**config.mk**
```make
export PLATFORM = sky130hd
export DESIGN_NAME = serial_bus_arbiter
export DESIGN_NICKNAME = d
export VERILOG_FILES = /design/src/rtl/serial_bus_arbiter.sv
export SDC_FILE = /design/constraint.sdc
export NUM_CORES = 1
export LEC_CHECK = 0
export BUFFER_PORTS_ARGS = -buffer_cell sky130_fd_sc_hd__buf_2
export CORE_MARGIN = 2
export CORE_UTILIZATION = 40
export DETAILED_ROUTE_END_ITERATION = 12
export GPL_TIMING_DRIVEN = 0
export PLACE_DENSITY_LB_ADDON = 0.1
export SLEW_MARGIN = 20
export SYNTH_ARGS = -nofsm -noshare
export SYNTH_HDL_FRONTEND = slang
export SYNTH_SLANG_ARGS = --single-unit
```
**constraint.sdc**
```tcl
create_clock -name clk -period 4 [get_ports clk]
set_input_delay 1 -clock clk [delete_from_list [all_inputs] [get_ports clk]]
set_output_delay 1 -clock clk [all_outputs]
set_load 0.005 [all_outputs]
```
**src/rtl/serial_bus_arbiter.sv**
```systemverilog
// serial_bus_arbiter
// Shares one serial engine between two requesters (clock-chip controller = 0,
// AFE controller = 1). Each requester gets a one-deep holding register; a
// round-robin arbiter picks a winner whenever the engine is idle, launches it,
// follows the engine's ready handshake and releases the grant afterwards.
//
// Request handshake: reqN_ready high means requester N may pulse reqN_start.
// A pulse seen while reqN_ready is high is accepted on that edge and the
// data word is latched. A pulse seen while reqN_ready is low is dropped.
// reqN_ready stays low until that requester's transaction has been released.
//
// Engine handshake: engine_start pulses for one cycle with engine_data and
// engine_select already stable; the engine acknowledges by dropping
// engine_ready and signals completion by raising it again.
module serial_bus_arbiter #(
   parameter int DATA_WIDTH     = 32,
   parameter int ENGINE_TIMEOUT = 4095
) (
   input  logic                  clk,
   input  logic                  reset_n,
   input  logic                  req0_start,
   input  logic [DATA_WIDTH-1:0] req0_data,
   input  logic                  req1_start,
   input  logic [DATA_WIDTH-1:0] req1_data,
   output logic                  req0_ready,
   output logic                  req1_ready,
   input  logic                  engine_ready,
   output logic                  engine_start,
   output logic [DATA_WIDTH-1:0] engine_data,
   output logic                  engine_select,
   output logic [1:0]            grant,
   output logic                  busy,
   output logic                  timeout_err
);

   typedef enum logic [2:0] {
      S_IDLE      = 3'd0,
      S_LAUNCH    = 3'd1,
      S_WAIT_ACK  = 3'd2,
      S_WAIT_DONE = 3'd3,
      S_RELEASE   = 3'd4
   } state_t;

   localparam logic [11:0] TMO_LIMIT = 12'(ENGINE_TIMEOUT);

   state_t                state;
   state_t                state_nxt;
   logic                  pending0;
   logic                  pending1;
   logic [DATA_WIDTH-1:0] hold0;
   logic [DATA_WIDTH-1:0] hold1;
   logic                  last_served;
   logic                  granted_id;
   logic [11:0]           tmo_cnt;

   logic                  arb_go;
   logic                  arb_win;
   logic                  tmo_hit;
   logic                  take0;
   logic                  take1;
   logic                  clr0;
   logic                  clr1;

   // Requests are accepted only while the requester's slot is empty.
   assign take0 = req0_start & ~pending0;
   assign take1 = req1_start & ~pending1;

   // The granted slot empties on the release cycle.
   assign clr0 = (state == S_RELEASE) & ~granted_id;
   assign clr1 = (state == S_RELEASE) &  granted_id;

   assign req0_ready   = ~pending0;
   assign req1_ready   = ~pending1;
   assign engine_start = (state == S_LAUNCH);
   assign busy         = (state != S_IDLE);

   // Next-state and arbitration decode.
   always_comb begin
      state_nxt = state;
      arb_go    = 1'b0;
      tmo_hit   = 1'b0;
      // Round-robin: with both pending, the one not served last wins.
      arb_win   = (pending0 & pending1) ? ~last_served : pending1;
      case (state)
         S_IDLE: begin
            if ((pending0 | pending1) & engine_ready) begin
               arb_go    = 1'b1;
               state_nxt = S_LAUNCH;
            end
         end
         S_LAUNCH: begin
            state_nxt = S_WAIT_ACK;
         end
         S_WAIT_ACK: begin
            if (tmo_cnt == TMO_LIMIT) begin
               tmo_hit   = 1'b1;
               state_nxt = S_RELEASE;
            end else if (!engine_ready) begin
               state_nxt = S_WAIT_DONE;
            end
         end
         S_WAIT_DONE: begin
            if (tmo_cnt == TMO_LIMIT) begin
               tmo_hit   = 1'b1;
               state_nxt = S_RELEASE;
            end else if (engine_ready) begin
               state_nxt = S_RELEASE;
            end
         end
         S_RELEASE: begin
            state_nxt = S_IDLE;
         end
         default: begin
            state_nxt = S_IDLE;
         end
      endcase
   end

   // State register.
   always_ff @(posedge clk) begin
      if (!reset_n) begin
         state <= S_IDLE;
      end else begin
         state <= state_nxt;
      end
   end

   // Per-requester pending flags and holding registers.
   always_ff @(posedge clk) begin
      if (!reset_n) begin
         pending0 <= 1'b0;
         pending1 <= 1'b0;
         hold0    <= '0;
         hold1    <= '0;
      end else begin
         if (take0) begin
            pending0 <= 1'b1;
            hold0    <= req0_data;
         end else if (clr0) begin
            pending0 <= 1'b0;
         end
         if (take1) begin
            pending1 <= 1'b1;
            hold1    <= req1_data;
         end else if (clr1) begin
            pending1 <= 1'b0;
         end
      end
   end

   // Grant, engine word/steering and round-robin history.
   always_ff @(posedge clk) begin
      if (!reset_n) begin
         grant         <= 2'b00;
         granted_id    <= 1'b0;
         last_served   <= 1'b1;
         engine_data   <= '0;
         engine_select <= 1'b0;
      end else if (arb_go) begin
         grant         <= arb_win ? 2'b10 : 2'b01;
         granted_id    <= arb_win;
         engine_data   <= arb_win ? hold1 : hold0;
         engine_select <= arb_win;
      end else if (state == S_RELEASE) begin
         grant         <= 2'b00;
         last_served   <= granted_id;
      end
   end

   // Engine watchdog: restarts on launch, runs while waiting on the engine.
   always_ff @(posedge clk) begin
      if (!reset_n) begin
         tmo_cnt     <= '0;
         timeout_err <= 1'b0;
      end else begin
         timeout_err <= tmo_hit;
         if (state == S_LAUNCH) begin
            tmo_cnt <= '0;
         end else if ((state == S_WAIT_ACK) || (state == S_WAIT_DONE)) begin
            tmo_cnt <= tmo_cnt + 12'd1;
         end
      end
   end

endmodule
```
==> metrics.cfg, run 1 <==
[synthesis]
synth_async_sr_flop_share_pct=0
sequential_share_of_the_synthesized_area_pct=48.4
post_synth_edffs=0
yosysWarningCount=0
postSynthRegisterBits=118
syn-cell-area_um2=4880
syn_nets=650
postSynth.topFlopCell=sky130_fd_sc_hd__dfxtp_1
synthesis.instances=580
synthDistinctLibCells=40
mapped_avg_cell_area_um2=8.42

[clocking]
post_cts_resize_count=0
tritoncts.num_buffers=17
post-cts-setup-buffer-count=0
cts-root-buf=sky130_fd_sc_hd__clkbuf_16
clock_insertion_delay_worst_skew_ns=0.41
clock_path_buffers=2
clkSlewWorstSetupHoldPaths_ns=0.05
tritoncts=done
tritoncts_num_sinks=118
hold_buffers=0
ctsHtreeMaxLevel=4

[job]
number_of_violations_of_the_max_capacitance_limit=0

[global_route]
globalRouteTotalUtil_pct=21.3
first_global_vias=4301
grt_overflow_total=0
grt_pass1_wl_um=21600
grt_start_max_net_pins=17
antenna_violations_before_repair=0

[placed_design]
post-place-ws_ns=1.54
placedCellCount=834
routabilityCongestion=0.735
dp_hpwl_um=9700
io_port_bufs=107

[cells_and_area]
finalNonFillerCells=866
finish.net_count=776
area_delta_synth_final_pct=27.6
final_util_pct=52.1
antenna-diode-count=0
post_route_cells_drive_above_1_share_pct=28.1
fillers=1202

[sta]
setup_ws_ns=1.42
post-route-period-util_pct=64.6
fin_skew_ns=0.00578
final_min_period_ns=2.58
grt_setup_unrepaired=false
slew_viol_final=0
max_slew_margin_pct=51.9
max_freq_ghz=0.387
setup_tns_ns=0
hold-worst-slack_ns=0.455
worst-slew-pin-transition_ns=0.722
setup-violations-final=0
hold_violations=0

[detailed_routing]
routed_wire_length_per_instance_um=15.6
drt_pre_antenna_iters=4
initialDrtViolationCount=207
postRouteWirelength_um=13500
final_antenna_net_count=0
remaining_drc_errors=0
via_count=4424
drt-vias-per-instance=5.11

[hold_path]
worstHoldStart=hold0[7]$_SDFFE_PN0P_
holdCritPathClass=reg -> reg
whs_endpoint=hold0[7]$_SDFFE_PN0P_
min_path_cells=2

[critical_path]
worst_setup_end_kind=output pin
crit_family=simple AND/OR/NAND/NOR gates
worst-endpoint-arrival_ns=1.58
setup.worst_path.start_class=flip-flop
cp_slowest_cell=sky130_fd_sc_hd__nor3_4
reg2reg_setup_slack_ns=2.34
critical_path.max_fanout=9
critical-path-max-stage-delay_ns=0.51
crit_chain=nor3_4 > inv_4 > buf_2
worst-path-buf-inv=2
r2r-end=engine_data[18]$_SDFFE_PN0P_
critical_path_required_ns=3.00
regToRegStartpoint=state[2]$_SDFFE_PN0P_
timing.setup.critical_path_class=reg -> out
reg2reg_depth=5

[floorplan]
chipWidth_um=114
fp.coreArea_um2=12000
start_util_pct=40.8
floorplan.die_area_um2=13100
floorplan.io_pins=109
chipHeight_um=114
floorplan.rows=40

[power]
pwr_density_cell_nw_per_um2=564
static-leakage-power_nw=2.44
vdd_drop_max_mv=0.283

[run_status]
outcome=finished clean

-- cell usage after synthesis, drive strengths merged (3+ instances only) --
cell / count / share of area, %
nor2b: 3 / 0.38
a21oi: 108 / 11
mux2i: 4 / 0.82
nand3: 9 / 0.92
nor4: 4 / 0.51
nor2: 6 / 0.79
or3: 6 / 0.77
o31ai: 4 / 0.61
buf: 34 / 4.2
nand2: 200 / 15
clkbuf: 14 / 1.1
or4: 5 / 0.77
o21ai: 5 / 0.59
dfxtp: 118 / 48
a311oi: 32 / 9.2
inv: 8 / 0.67
-- state kept, by name, indices dropped and copies added, names as in the netlist, 2 cells and up --
register     cells
engine_data     32
state            3
grant            2
hold1           32
hold0           32
tmo_cnt         12
-- metrics by stage --
stage	power (mW)	instance area, um^2
4_1_cts	3.54	6230
3_3_place_gp	1.94	5600
2_1_floorplan	1.74	4880
6_report	3.51	6230
5_1_grt	3.66	6230
3_5_place_dp	1.95	5600
-- how the worst max path moves through the flow --
stage                          startpoint                           end  slack (ns)  cells after the start
detailed placement                reset_n  engine_data[28]$_SDFFE_PN0P_        1.54                      5
CTS                 state[2]$_SDFFE_PN0P_                          busy        1.37                      3
floorplan                         reset_n  engine_data[21]$_SDFFE_PN0P_        1.92                      5
finish              state[2]$_SDFFE_PN0P_                          busy        1.42                      3
global placement                  reset_n  engine_data[30]$_SDFFE_PN0P_        1.59                      5
global route        state[2]$_SDFFE_PN0P_                          busy        1.32                      3
-- cell type report --
class                      count  area, um^2  share of cell area, %
sequential                   118        2360                   37.9
buffer                        48         256                   4.12
clock inverter                 8         118                   1.89
clock buffer                  24         512                   8.21
tap                          147         184                   2.95
timing repair buffer         107         536                   8.59
inverter                       8        32.5                  0.522
multi-input combinational    406        2230                   35.8
-- routing by layer --
| metal | track usage [%] | vias to the layer above | part of all wire, % |
|---|---|---|---|
| met5 | 0 | - | 0 |
| met4 | 6.42 | 0 | 0.84 |
| met3 | 6.35 | 12 | 6.7 |
| met2 | 34.2 | 123 | 47 |
| met1 | 27.5 | 2040 | 45 |
| li1 | - | 2249 | - |
-- cells by family (layout without fill, tap and decap cells) --
group | count (synthesis) | after routing | synth area share, %
simple gates | 242 | 242 | 21.4
compound gates | 156 | 156 | 22.7
xor+xnor | 2 | 2 | 0.359
mux | 5 | 5 | 1.05
buf+inv | 56 | 195 | 5.92
flops | 118 | 118 | 48.4
fa+ha+maj | 1 | 1 | 0.256
-- power by group --
| part | leakage (nW) | internal [mW] | switching, mW |
|---|---|---|---|
| Combinational | 1.16 | 0.243 | 0.345 |
| Sequential | 0.966 | 1.28 | 0.0582 |
| Clock | 0.312 | 1.07 | 0.516 |
-- layout by cell type, fill, tap and decap left out, drive strengths merged, types with 2 or more instances in the layout --
cell type  count
nand2        200
buf          141
dfxtp        118
a21oi        108
clkbuf        38
a311oi        32
nand3          9
inv            8
or3            6
nor2           6
or4            5
o21ai          5
nor4           4
mux2i          4
o31ai          4
clkinv         4
nor2b          3
bufinv         3
nand2b         2
o211ai         2
xnor2          2
or3b           2
-- tightest hold or removal path, cell delays in order, from the launching register on --
cell,delay (ns)
sky130_fd_sc_hd__dfxtp_1,0.30
sky130_fd_sc_hd__nand2_1,0.05
sky130_fd_sc_hd__a21oi_1,0.05
Power figures use the tool's default switching activity.
==> inputs of run 2 (changes only) <==
--- a/config.mk
+++ b/config.mk
@@ -5,6 +5,7 @@
 export SDC_FILE = /design/constraint.sdc
 export NUM_CORES = 1
 export LEC_CHECK = 0
+export ABC_AREA = 1
 export BUFFER_PORTS_ARGS = -buffer_cell sky130_fd_sc_hd__buf_2
 export CORE_MARGIN = 2
 export CORE_UTILIZATION = 40
==> constraint.sdc (replaced) <==
create_clock -name clk -period 2.1 [get_ports clk]
set_input_delay 0.525 -clock clk [delete_from_list [all_inputs] [get_ports clk]]
set_output_delay 0.525 -clock clk [all_outputs]
set_load 0.005 [all_outputs]
==> metrics.cfg, run 2 <==
[floorplan]
fp.coreArea_um2=11900
start_util_pct=40.6
floorplan.io_pins=109
chipWidth_um=114
chipHeight_um=114
floorplan.die_area_um2=13000
floorplan.rows=40

[detailed_routing]
via_count=4562
final_antenna_net_count=0
routed_wire_length_per_instance_um=13.5
initialDrtViolationCount=220
remaining_drc_errors=0
drt-vias-per-instance=4.86
drt_pre_antenna_iters=5
postRouteWirelength_um=12700

[critical_path]
critical_path_required_ns=1.57
worst-endpoint-arrival_ns=1.44
timing.setup.critical_path_class=reg -> out
critical_path.max_fanout=4
setup.worst_path.start_class=flip-flop
worst_setup_end_kind=output pin

[sta]
slew_viol_final=0
setup-violations-final=0
max_freq_ghz=0.510
setup_tns_ns=0
post-route-period-util_pct=93.3
fin_skew_ns=0.00782
hold_violations=0
max_slew_margin_pct=59.5
final_min_period_ns=1.96
worst-slew-pin-transition_ns=0.608
grt_setup_unrepaired=false

[synthesis]
synthDistinctLibCells=32
post_synth_edffs=0
most_frequent_cell_after_synthesis=sky130_fd_sc_hd__nand2_1
synth_largest_type_area_fraction_pct=48.8
post_synth_most_frequent_cells=sky130_fd_sc_hd__nand2_1 (147), sky130_fd_sc_hd__dfxtp_1 (118), sky130_fd_sc_hd__nor2_1 (101)
synthDominantAreaCellType=sky130_fd_sc_hd__dfxtp_1
postSynth.topFlopCell=sky130_fd_sc_hd__dfxtp_1
postSynthRegisterBits=118
mapped_avg_cell_area_um2=7.42
syn-cell-area_um2=4840
syn_nets=722
synth_async_sr_flop_share_pct=0
synth_area_leaders=sky130_fd_sc_hd__dfxtp_1 (49%), sky130_fd_sc_hd__nand2_1 (11%), sky130_fd_sc_hd__o21ai_0 (8.4%), sky130_fd_sc_hd__nor2_1 (7.8%), sky130_fd_sc_hd__a21oi_1 (7.0%)
yosysWarningCount=0
sequential_share_of_the_synthesized_area_pct=48.8
synthesis.instances=652

[global_route]
antenna_violations_before_repair=0
globalRouteTotalUtil_pct=20.1
first_global_vias=4311
grt_pass1_wl_um=20200
grt_overflow_total=0
grt_start_max_net_pins=17

[cells_and_area]
post_route_cells_drive_above_1_share_pct=22.3
finish.net_count=849
area_delta_synth_final_pct=26.9
top_regs=engine_data: 32 flops, hold0: 32 flops, hold1: 32 flops
mostFrequentLayoutCell=sky130_fd_sc_hd__nand2_1
mostFrequentLayoutCells=sky130_fd_sc_hd__nand2_1 (147), sky130_fd_sc_hd__dfxtp_1 (118), sky130_fd_sc_hd__buf_2 (116)
antenna-diode-count=0
fillers=1207
finalNonFillerCells=938

[clocking]
clock_path_buffers=2
clkSlewWorstSetupHoldPaths_ns=0.05
tritoncts.num_buffers=17
clock_insertion_delay_worst_skew_ns=0.41
post_cts_resize_count=0
ctsHtreeMaxLevel=4
tritoncts_num_sinks=118
cts-root-buf=sky130_fd_sc_hd__clkbuf_16
post-cts-setup-buffer-count=0
tritoncts=done
hold_buffers=0

[job]
number_of_violations_of_the_max_capacitance_limit=0

[placed_design]
routabilityCongestion=0.760
placedCellCount=907
io_port_bufs=108
dp_hpwl_um=9110

[hold_path]
holdCritPathClass=in -> reg

[run_status]
outcome=finished clean

[power]
pwr_density_cell_nw_per_um2=1040
static-leakage-power_nw=2.67
vdd_drop_max_mv=0.563

==> run 2: cell types whose count changed after synthesis, moves of 27 or more <==
cell                       delta
sky130_fd_sc_hd__inv_1       +30
sky130_fd_sc_hd__nand2_1     -53
sky130_fd_sc_hd__o21ai_0     +77
sky130_fd_sc_hd__a21oi_1     -40
sky130_fd_sc_hd__nor2_1      +96
sky130_fd_sc_hd__a311oi_2    -27
==> run 2: worst paths after layout <==
kind	start	endpoint	slack, ns	cells after the start
setup reg to reg	tmo_cnt[0]$_SDFFE_PP0P_	state[2]$_SDFFE_PN0P_	0.44	7
hold reg to reg	hold1[14]$_SDFFE_PN0P_	hold1[14]$_SDFFE_PN0P_	0.45	2
hold / removal	req0_data[5]	hold0[5]$_SDFFE_PN0P_	0.36	3
setup / recovery	state[0]$_SDFFE_PN0P_	engine_start	0.14	3
==> run 2: cell families after synthesis <==
logic type               Yosys count  share of synthesized area [%]
buffers and inverters             78                           7.96
adder cells (fa/ha/maj)            1                          0.259
XOR/XNOR                           2                          0.362
flip-flops                       118                           48.8
AO/OA/AOI/OAI                    157                           16.6
AND/OR/NAND/NOR                  296                           26.0
==> run 2: cell type report <==
type | count | area (um^2) | area share, %
Inverter | 40 | 155 | 2.53
Clock inverter | 11 | 133 | 2.16
Sequential cell | 118 | 2360 | 38.5
Clock buffer | 20 | 447 | 7.27
Buffer | 38 | 230 | 3.75
Multi-Input combinational cell | 456 | 2090 | 34.0
Tap cell | 147 | 184 | 2.99
Timing Repair Buffer | 108 | 541 | 8.80
==> run 2: metrics by stage <==
stage                     worst slack (ns)  util (%)  total power [mW]  hold slack [ns]  area [um^2]
final                                0.140      51.6              6.38            0.363         6140
after global routing                0.0708      51.6              6.67            0.375         6140
after CTS                            0.138      51.6              6.43            0.352         6140
after detailed placement             0.204      46.7              3.58            0.439         5560
after global placement               0.237      46.7              3.56            0.435         5560
after floorplan                      0.763         -              3.23            0.424         4840
==> run 2: report_power, final <==
| group | leakage, nW | internal, mW | total [mW] | switching (mW) |
|---|---|---|---|---|
| Clock | 0.289 | 1.87 | 2.85 | 0.977 |
| Combinational | 1.41 | 0.378 | 1.02 | 0.642 |
| Sequential | 0.968 | 2.42 | 2.51 | 0.0927 |
| Total | 2.67 | 4.66 | 6.38 | 1.71 |
==> run 2: critical path, cell delays in order, from the launching register on <==
cell and delay, ns:
sky130_fd_sc_hd__dfxtp_1 0.34, sky130_fd_sc_hd__inv_1 0.10, sky130_fd_sc_hd__nor3_1 0.38, sky130_fd_sc_hd__buf_2 0.20
==> run 2: routing by layer <==
layer,global-route usage (%),vias to the layer above,wire [um]
met1,26.1,2053,6050
met3,4.57,28,540
met5,0,-,0
met2,31.7,117,5740
met4,9.59,0,349
li1,-,2364,-
==> inputs of run 3 (changes only) <==
--- a/config.mk
+++ b/config.mk
@@ -8,10 +8,11 @@
 export ABC_AREA = 1
 export BUFFER_PORTS_ARGS = -buffer_cell sky130_fd_sc_hd__buf_2
 export CORE_MARGIN = 2
-export CORE_UTILIZATION = 40
+export CORE_UTILIZATION = 48
 export DETAILED_ROUTE_END_ITERATION = 12
 export GPL_TIMING_DRIVEN = 0
 export PLACE_DENSITY_LB_ADDON = 0.1
+export SETUP_SLACK_MARGIN = 0.15
 export SLEW_MARGIN = 20
 export SYNTH_ARGS = -nofsm -noshare
 export SYNTH_HDL_FRONTEND = slang
==> metrics.cfg, run 3 (same netlist as run 2, synthesis figures left out) <==
[global_route]
first_global_vias=4310
globalRouteTotalUtil_pct=23.5
grt_pass1_wl_um=20300
grt_start_max_net_pins=17
antenna_violations_before_repair=0
grt_overflow_total=0

[detailed_routing]
remaining_drc_errors=0
drt-vias-per-instance=4.97
via_count=4597
postRouteWirelength_um=12400
drt_pre_antenna_iters=5
final_antenna_net_count=0
initialDrtViolationCount=188
routed_wire_length_per_instance_um=13.4

[sta]
setup_tns_ns=0
worst-slew-pin-transition_ns=0.574
max_slew_margin_pct=61.7
post-route-period-util_pct=90.8
setup-violations-final=0
fin_skew_ns=0.00906
slew_viol_final=0
grt_setup_unrepaired=true
final_min_period_ns=1.91
hold_violations=0
max_freq_ghz=0.525

[critical_path]
worst-endpoint-arrival_ns=1.38
regToRegStartpoint=tmo_cnt[0]$_SDFFE_PP0P_
critical-path-max-stage-delay_ns=0.51
reg2reg_depth=7
cp_slowest_cell=sky130_fd_sc_hd__dfxtp_1
setup.worst_path.start_class=flip-flop
worst_setup_end_kind=output pin
crit_family=flip-flops
critPathLaunch=state[2]$_SDFFE_PN0P_
reg2reg_setup_slack_ns=0.54
critical_path_required_ns=1.57
r2r-end=state[2]$_SDFFE_PN0P_
path_depth=3
crit_end=busy
worst-path-buf-inv=2
critical_path.max_fanout=6
timing.setup.critical_path_class=reg -> out
crit_chain=inv_2 > nand3_4 > buf_2

[hold_path]
worstHoldStart=req0_data[6]
holdCritPathClass=in -> reg

[placed_design]
placedCellCount=893
dp_hpwl_um=8720
io_port_bufs=108
routabilityCongestion=0.842

[clocking]
tritoncts=done
cts-root-buf=sky130_fd_sc_hd__clkbuf_8
ctsHtreeMaxLevel=4
clock_path_buffers=2
clock_insertion_delay_worst_skew_ns=0.52
clkSlewWorstSetupHoldPaths_ns=0.06
tritoncts.num_buffers=17
post-cts-setup-buffer-count=0
tritoncts_num_sinks=118
hold_buffers=0

[run_status]
outcome=finished clean

[power]
pwr_density_cell_nw_per_um2=1040
clockPowerShare_pct=44.9
power.net_switching_mw=1.82
p_int_mw=4.60
power_switching_share_pct=28.4
static-leakage-power_nw=2.67
p_comb_share_pct=15.9
vdd_drop_max_mv=0.544
power.share.sequential_pct=39.2

[cells_and_area]
area_delta_synth_final_pct=27.2
mostFrequentLayoutCells=sky130_fd_sc_hd__nand2_1 (147), sky130_fd_sc_hd__dfxtp_1 (118), sky130_fd_sc_hd__buf_2 (116)
mostFrequentLayoutCell=sky130_fd_sc_hd__nand2_1
antenna-diode-count=0
finalNonFillerCells=925
post_route_cells_drive_above_1_share_pct=22.7
finish.net_count=849
top_regs=engine_data: 32 flops, hold0: 32 flops, hold1: 32 flops

[floorplan]
fp.coreArea_um2=9770
chipHeight_um=104
floorplan.die_area_um2=10900
chipWidth_um=104
start_util_pct=49.5
floorplan.io_pins=109
floorplan.rows=36

[job]
number_of_violations_of_the_max_capacitance_limit=0

==> run 3: layer usage <==
layer  global-route usage (%)  vias up  wire length [um]
met5                        0        -                 0
met2                     39.5      118              6010
met3                     6.77       12               649
met1                     29.2     2107              5560
li1                         -     2360                 -
met4                     6.76        0               147
==> run 3: stage by stage <==
step                utilization [%]  worst slack [ns]  area, um^2  power [mW]  hold WS [ns]
floorplan                         -             0.763        4840        3.23         0.424
global placement               56.7             0.307        5550        3.53         0.433
detailed placement             56.7             0.264        5550        3.56         0.440
CTS                            62.9             0.162        6150        6.45         0.237
global route                   63.0             0.135        6160        6.71         0.249
finish                         63.0             0.193        6160        6.42         0.256
==> run 3: layout make-up <==
| class | instances | area (um^2) |
|---|---|---|
| buffer | 38 | 230 |
| multi-input combinational | 456 | 2100 |
| clock inverter | 12 | 144 |
| timing repair buffer | 108 | 541 |
| clock buffer | 20 | 455 |
| fill | 961 | 3620 |
| sequential | 118 | 2360 |
| tap | 133 | 166 |
| inverter | 40 | 155 |
==> run 3: power by group through the flow <==
stage          clock network, mW  logic, mW  registers, mW
6_report                    2.88       1.02           2.52
5_1_grt                     3.02       1.15           2.54
4_1_cts                     2.92       1.02           2.51
3_5_place_dp                   0       1.00           2.56
3_3_place_gp                   0      0.984           2.55
2_1_floorplan                  0      0.687           2.54
==> run 3: worst min path at each step <==
stage                                         to  slack [ns]  cells past startpoint
after CTS                  hold0[6]$_SDFFE_PN0P_        0.24                      3
after floorplan            hold1[0]$_SDFFE_PN0P_        0.42                      2
final                      hold0[6]$_SDFFE_PN0P_        0.26                      3
after global routing      hold0[16]$_SDFFE_PN0P_        0.25                      3
after detailed placement   hold1[0]$_SDFFE_PN0P_        0.44                      2
after global placement     hold1[0]$_SDFFE_PN0P_        0.43                      2
==> run 3: repair_timing <==
item,in CTS,in global routing
resized for setup,1,1
pin swaps,0,0
setup endpoints to repair,1,1
==> run 3: worst register-to-register path: cells and delay by family (launching register included) <==
kind                       cells  cell delay (ns)
AOI/OAI and AO/OA              1             0.19
DFF                            1             0.44
and+or+nand+nor                5             0.65
adders and majority gates      1             0.20
